--- src/rtl/switch_debounce.sv ---
// Front-panel switch conditioner: two-flop synchroniser, four-state settle FSM,
// and registered level / rise / fall / long-press / toggle outputs.
module switch_debounce #(
  parameter int unsigned DEBOUNCE_CYCLES = 1_000_000,
  parameter int unsigned LONG_CYCLES     = 50_000_000
) (
  input  logic clk_50M,
  input  logic rst_n,
  input  logic sw_raw,
  output logic sw_level,
  output logic rise_pulse,
  output logic fall_pulse,
  output logic long_press,
  output logic toggle
);

  localparam int unsigned CNT_W  = $clog2(DEBOUNCE_CYCLES);
  localparam int unsigned HCNT_W = $clog2(LONG_CYCLES);
  localparam logic [CNT_W-1:0]  CNT_LAST  = CNT_W'(DEBOUNCE_CYCLES - 1);
  localparam logic [HCNT_W-1:0] HCNT_LAST = HCNT_W'(LONG_CYCLES - 1);

  typedef enum logic [1:0] {
    ST_LOW      = 2'd0,
    ST_SETTLE_H = 2'd1,
    ST_HIGH     = 2'd2,
    ST_SETTLE_L = 2'd3
  } state_e;

  state_e              state_q, state_d;
  logic                s1_q, s2_q;
  logic [CNT_W-1:0]    cnt_q, cnt_d;
  logic [HCNT_W-1:0]   hcnt_q, hcnt_d;
  logic                fired_q, fired_d;
  logic                level_q, level_d;
  logic                rise_q, rise_d;
  logic                fall_q, fall_d;
  logic                long_q, long_d;
  logic                tog_q, tog_d;

  // Two-flop synchroniser for the asynchronous pin
  always_ff @(posedge clk_50M or negedge rst_n) begin
    if (!rst_n) begin
      s1_q <= 1'b0;
      s2_q <= 1'b0;
    end else begin
      s1_q <= sw_raw;
      s2_q <= s1_q;
    end
  end

  // FSM, counters and output registers
  always_ff @(posedge clk_50M or negedge rst_n) begin
    if (!rst_n) begin
      state_q <= ST_LOW;
      cnt_q   <= '0;
      hcnt_q  <= '0;
      fired_q <= 1'b0;
      level_q <= 1'b0;
      rise_q  <= 1'b0;
      fall_q  <= 1'b0;
      long_q  <= 1'b0;
      tog_q   <= 1'b0;
    end else begin
      state_q <= state_d;
      cnt_q   <= cnt_d;
      hcnt_q  <= hcnt_d;
      fired_q <= fired_d;
      level_q <= level_d;
      rise_q  <= rise_d;
      fall_q  <= fall_d;
      long_q  <= long_d;
      tog_q   <= tog_d;
    end
  end

  // Next-state: fired_q keeps long_press to one pulse per accepted press,
  // surviving release glitches that bounce through SETTLE_L.
  always_comb begin
    state_d = state_q;
    cnt_d   = cnt_q;
    hcnt_d  = hcnt_q;
    fired_d = fired_q;
    level_d = level_q;
    tog_d   = tog_q;
    rise_d  = 1'b0;
    fall_d  = 1'b0;
    long_d  = 1'b0;

    case (state_q)
      ST_LOW: begin
        if (s2_q) begin
          state_d = ST_SETTLE_H;
          cnt_d   = '0;
        end
      end
      ST_SETTLE_H: begin
        if (!s2_q) begin
          state_d = ST_LOW;
          cnt_d   = '0;
        end else if (cnt_q == CNT_LAST) begin
          state_d = ST_HIGH;
          cnt_d   = '0;
          hcnt_d  = '0;
          fired_d = 1'b0;
          level_d = 1'b1;
          rise_d  = 1'b1;
          tog_d   = ~tog_q;
        end else begin
          cnt_d = cnt_q + CNT_W'(1);
        end
      end
      ST_HIGH: begin
        if (!s2_q) begin
          state_d = ST_SETTLE_L;
          cnt_d   = '0;
        end else if (hcnt_q != HCNT_LAST) begin
          hcnt_d = hcnt_q + HCNT_W'(1);
        end else if (!fired_q) begin
          long_d  = 1'b1;
          fired_d = 1'b1;
        end
      end
      ST_SETTLE_L: begin
        if (s2_q) begin
          state_d = ST_HIGH;
          cnt_d   = '0;
        end else if (cnt_q == CNT_LAST) begin
          state_d = ST_LOW;
          cnt_d   = '0;
          level_d = 1'b0;
          fall_d  = 1'b1;
        end else begin
          cnt_d = cnt_q + CNT_W'(1);
        end
      end
      default: state_d = ST_LOW;
    endcase
  end

  assign sw_level   = level_q;
  assign rise_pulse = rise_q;
  assign fall_pulse = fall_q;
  assign long_press = long_q;
  assign toggle     = tog_q;

endmodule

--- config.mk ---
export PLATFORM = sky130hd
export DESIGN_NAME = switch_debounce
export DESIGN_NICKNAME = d
export VERILOG_FILES = /design/src/rtl/switch_debounce.sv
export SDC_FILE = /design/constraint.sdc
export NUM_CORES = 1
export LEC_CHECK = 0
export ABC_AREA = 1
export BUFFER_PORTS_ARGS = -buffer_cell sky130_fd_sc_hd__buf_2
export CAP_MARGIN = 10
export CORE_ASPECT_RATIO = 0.5
export CORE_MARGIN = 8
export CORE_UTILIZATION = 53
export CTS_BUF_LIST = sky130_fd_sc_hd__clkbuf_8
export DETAILED_ROUTE_END_ITERATION = 7
export HOLD_SLACK_MARGIN = 0.08
export PLACE_DENSITY_LB_ADDON = 0.3
export SLEW_MARGIN = 20
export SYNTH_ARGS = -nofsm -noshare
export SYNTH_HDL_FRONTEND = slang
export SYNTH_SLANG_ARGS = --single-unit
export TNS_END_PERCENT = 5
--- constraint.sdc ---
create_clock -name clk_50M -period 1.9 [get_ports clk_50M]
set_input_delay 0.095 -clock clk_50M [delete_from_list [all_inputs] [get_ports clk_50M]]
set_output_delay 0.095 -clock clk_50M [all_outputs]
set_load 0.005 [all_outputs]
==> out/results.tsv <==
stage	metric	value	unit
synthesis	Async SR Flop Fraction	100	%
global_routing	largest net degree at the start of global routing	29	
setup_path	slowest CP cell	dfrtp_1	
setup_path	WS Path Type	reg2reg	
clock_network	CTS root buf	clkbuf_8	
synthesis	top_reg_cell synth	dfrtp_1	
setup_path	CP max stage delay	0.41	ns
synthesis	Simple-Gate Fraction of Synth Area	43.1	%
setup_path	CP required	2.11	ns
sta	endpoints failing hold	0	
final_layout	final core utilization	64.4	%
clock_network	H-tree depth	2	
drt	routed wire length	8690	µm
drt	DRT Pass-1 Iters	5	
final_layout	FILL cells	584	
setup_path	Worst setup SP type	register	
setup_path	r2r setup slk	0.14	ns
global_routing	first-pass GRT wire length	15300	µm
global_routing	vias in the first global route	3362	
synthesis	syn avg cell area	6.65	µm²
sta	Final min period	1.76	ns
pwr	VDD IR-drop max	440	µV
clock_network	CTS tree	built	
drt	initial DRC count	248	
synthesis	post-synthesis cell area	3570	µm²
floorplanning	row count	21	
synthesis	sequential share of the synthesized area	39.3	%
drt	Vias	3602	
drt	post-route ant nets	0	
synthesis	Post-Synth Adder-Cell Area	0.702	%
final_layout	FF+latch area	1400	µm²
placed_design	Placement Cell Area	4060	µm²
run	Max-cap violations	0	
global_routing	initial antenna violation count	0	
floorplanning	# IOs	8	
final_layout	n_diodes	0	
clock_network	CTS max path bufs	2	
synthesis	mux contribution to synthesized area	0	%
synthesis	post-synth net total	541	
sta	Final Cycle Share	92.7	%
synthesis	number of synthesized flops with an enable pin	0	
clock_network	clk_lat worst skew	0.33	ns
status	status	finished clean	
clock_network	clock slew at reported path FFs	0.10	ns
setup_path	critical path arrival	1.97	ns
sta	Worst Tran Pin Value	0.624	ns
pwr	Power Total	0.00330	W
synthesis	#FFs+latches synth	56	
final_layout	area grow syn2layout	19.2	%
setup_path	CP Max Fanout	5	
pwr	LEAKAGE	1.95	nW
sta	max-slew violation count	0	
sta	setup slack after layout	0.139	ns
sta	final number of setup-violating endpoints	0	
sta	Slew headroom	58.4	%
drt	# DRC	0	
setup_path	critical path's top delay family	simple AND/OR/NAND/NOR gates	
floorplanning	DIE AREA	9770	µm²
floorplanning	Die H	74	µm
global_routing	GRT overflow	0	
synthesis	Post-Synth XOR/XNOR Area	4.67	%
placed_design	GPL Wtd Cong	0.927	
synthesis	Syn Inst Count	536	
floorplanning	Initial Utilization	54.1	%
synthesis	largest family of logic cells by synthesized area	simple AND/OR/NAND/NOR gates	
worst_hold_path	Hold Path Class	in2async	
drt	Via-to-Cell Ratio	5.20	
setup_path	CP Launch Point	cnt_q[1]	
sta	clock skew	0.0132	ns
synthesis	synth cell count leaders	193 x nand2_1, 102 x nor2_1, 56 x dfrtp_1	
synthesis	yosys warns	0	
setup_path	Buf/Inv on CP	3	
synthesis	Synth area leader	dfrtp_1	
synthesis	share of the synthesized area in the top cell type	39.3	%
final_layout	layout cells sized above 1	15.8	%
synthesis	largest cells by area after synthesis	dfrtp_1 39%, nand2_1 20%, nor2_1 11%	
synthesis	cell with the most instances after synthesis	nand2_1	
floorplanning	Die Wd	132	µm
placed_design	dpl cells	679	
synthesis	library cells used by synthesis	34	
final_layout	Final Net Count	605	
clock_network	TritonCTS Buffers	5	
final_layout	Final Cell Area	4250	µm²
floorplanning	area of the core	6600	µm²
setup_path	worst reg2reg startpoint	cnt_q[1]	
placed_design	Port Buffer Count	7	
placed_design	pre-CTS setup slack	-0.111	ns
placed_design	DP Wirelength	6290	µm
final_layout	area of the multi-input gates	1960	µm²
synthesis	Synth Area in Compound Gates	5.19	%
setup_path	Worst setup EP type	register	
pwr	PD cells	777	nW/µm²
drt	WL per Instance	12.5	µm
sta	Max Fclk	0.568	GHz
global_routing	Total GRT Usage	19.0	%
clock_network	# clock sinks	56	
setup_path	cell-by-cell trace of the critical path	ha_4 > nand2_1 > nor2_2 > inv_1 > nor2_4 > nand3_2 > nand2_2 > clkinvlp_4 > buf_2 > nand3_1 > o21ai_0	
final_layout	final std cells w/o fill	693	
==> worst paths after layout <==
path / to / depth (start not counted)
max in group asynchronous: fired_q / 3
setup / recovery: cnt_q[11] / 11
setup reg to reg: cnt_q[11] / 11
hold / removal: cnt_q[2] / 2
min in group clk_50M: s2_q / 0
hold reg to reg: s2_q / 0
==> kinds of logic after synthesis <==
logic type | Yosys count
buf+inv | 60
simple gates | 368
fa+ha+maj | 2
xor+xnor | 19
flops | 56
compound gates | 31
==> layout make-up <==
cell class              instances  area share [%]
clock inverters                 2           0.236
repair buffers                 67            11.5
multi-input cells             420            46.1
well taps                      92            2.71
flip-flops and latches         56            33.0
inverters                      50            4.51
clock buffers                   6            1.94
==> metal layers <==
layer,track usage [%],share of wire (%),wire length (µm)
met5,0,0,0
met4,5.55,1.4,125
met3,3.50,6.3,549
met2,32.5,46,4000
met1,24.4,46,4010
==> worst register-to-register path, stage by stage (launching register included) <==
cell and delay (ns):
dfrtp_1 0.41, ha_4 0.16, nand2_1 0.08, nor2_2 0.13, inv_1 0.11, nor2_4 0.10
nand3_2 0.09, nand2_2 0.10, clkinvlp_4 0.12, buf_2 0.18, nand3_1 0.09, o21ai_0 0.09
==> report_power, final <==
part           switching (W)  internal (W)  leakage (nW)  total, W
logic               0.000880      0.000409          1.13   0.00129
clock network       0.000404      0.000292        0.0510  0.000696
registers          0.0000544       0.00126         0.769   0.00132
==> placed cells by master, fill, tap and decap left out, drive strengths merged, types with 2 or more instances in the layout <==
cell,count
ha,2
nand3,47
dfrtp,56
nand2,198
nor4,2
xnor2,6
o21bai,2
o31ai,2
buf,65
nand4,7
nor2,106
a21oi,5
clkbuf,6
inv,49
dlygate4sd3,2
clkinv,2
o21ai,15
nor3,5
xor2,13
o22ai,7
==> repair_timing <==
action,in CTS,in global routing
pin swaps,0,2
setup endpoints to repair,12,33
hold buffers,2,0
hold endpoints to repair,27,0
setup buffers,0,4
gates resized for setup,1,11
==> registers in the layout, indices dropped and copies added, names as in the netlist, named ones only <==
| signal | cells |
|---|---|
| hcnt_q | 26 |
| cnt_q | 20 |
| fall_pulse | 1 |
| fired_q | 1 |
| long_press | 1 |
| rise_pulse | 1 |
| s1_q | 1 |
| s2_q | 1 |
| state_q | 1 |
| sw_level | 1 |
| toggle | 1 |
==> through the flow <==
stage	setup TNS [ns]	hold slack, ns
3_5_place_dp	-1.02	0.153
5_1_grt	-0.0531	0.356
4_1_cts	0	0.328
2_1_floorplan	0	-0.201
3_3_place_gp	-0.732	0.147
6_report	0	0.309
Note: power is estimated with default switching activity, not from simulation.
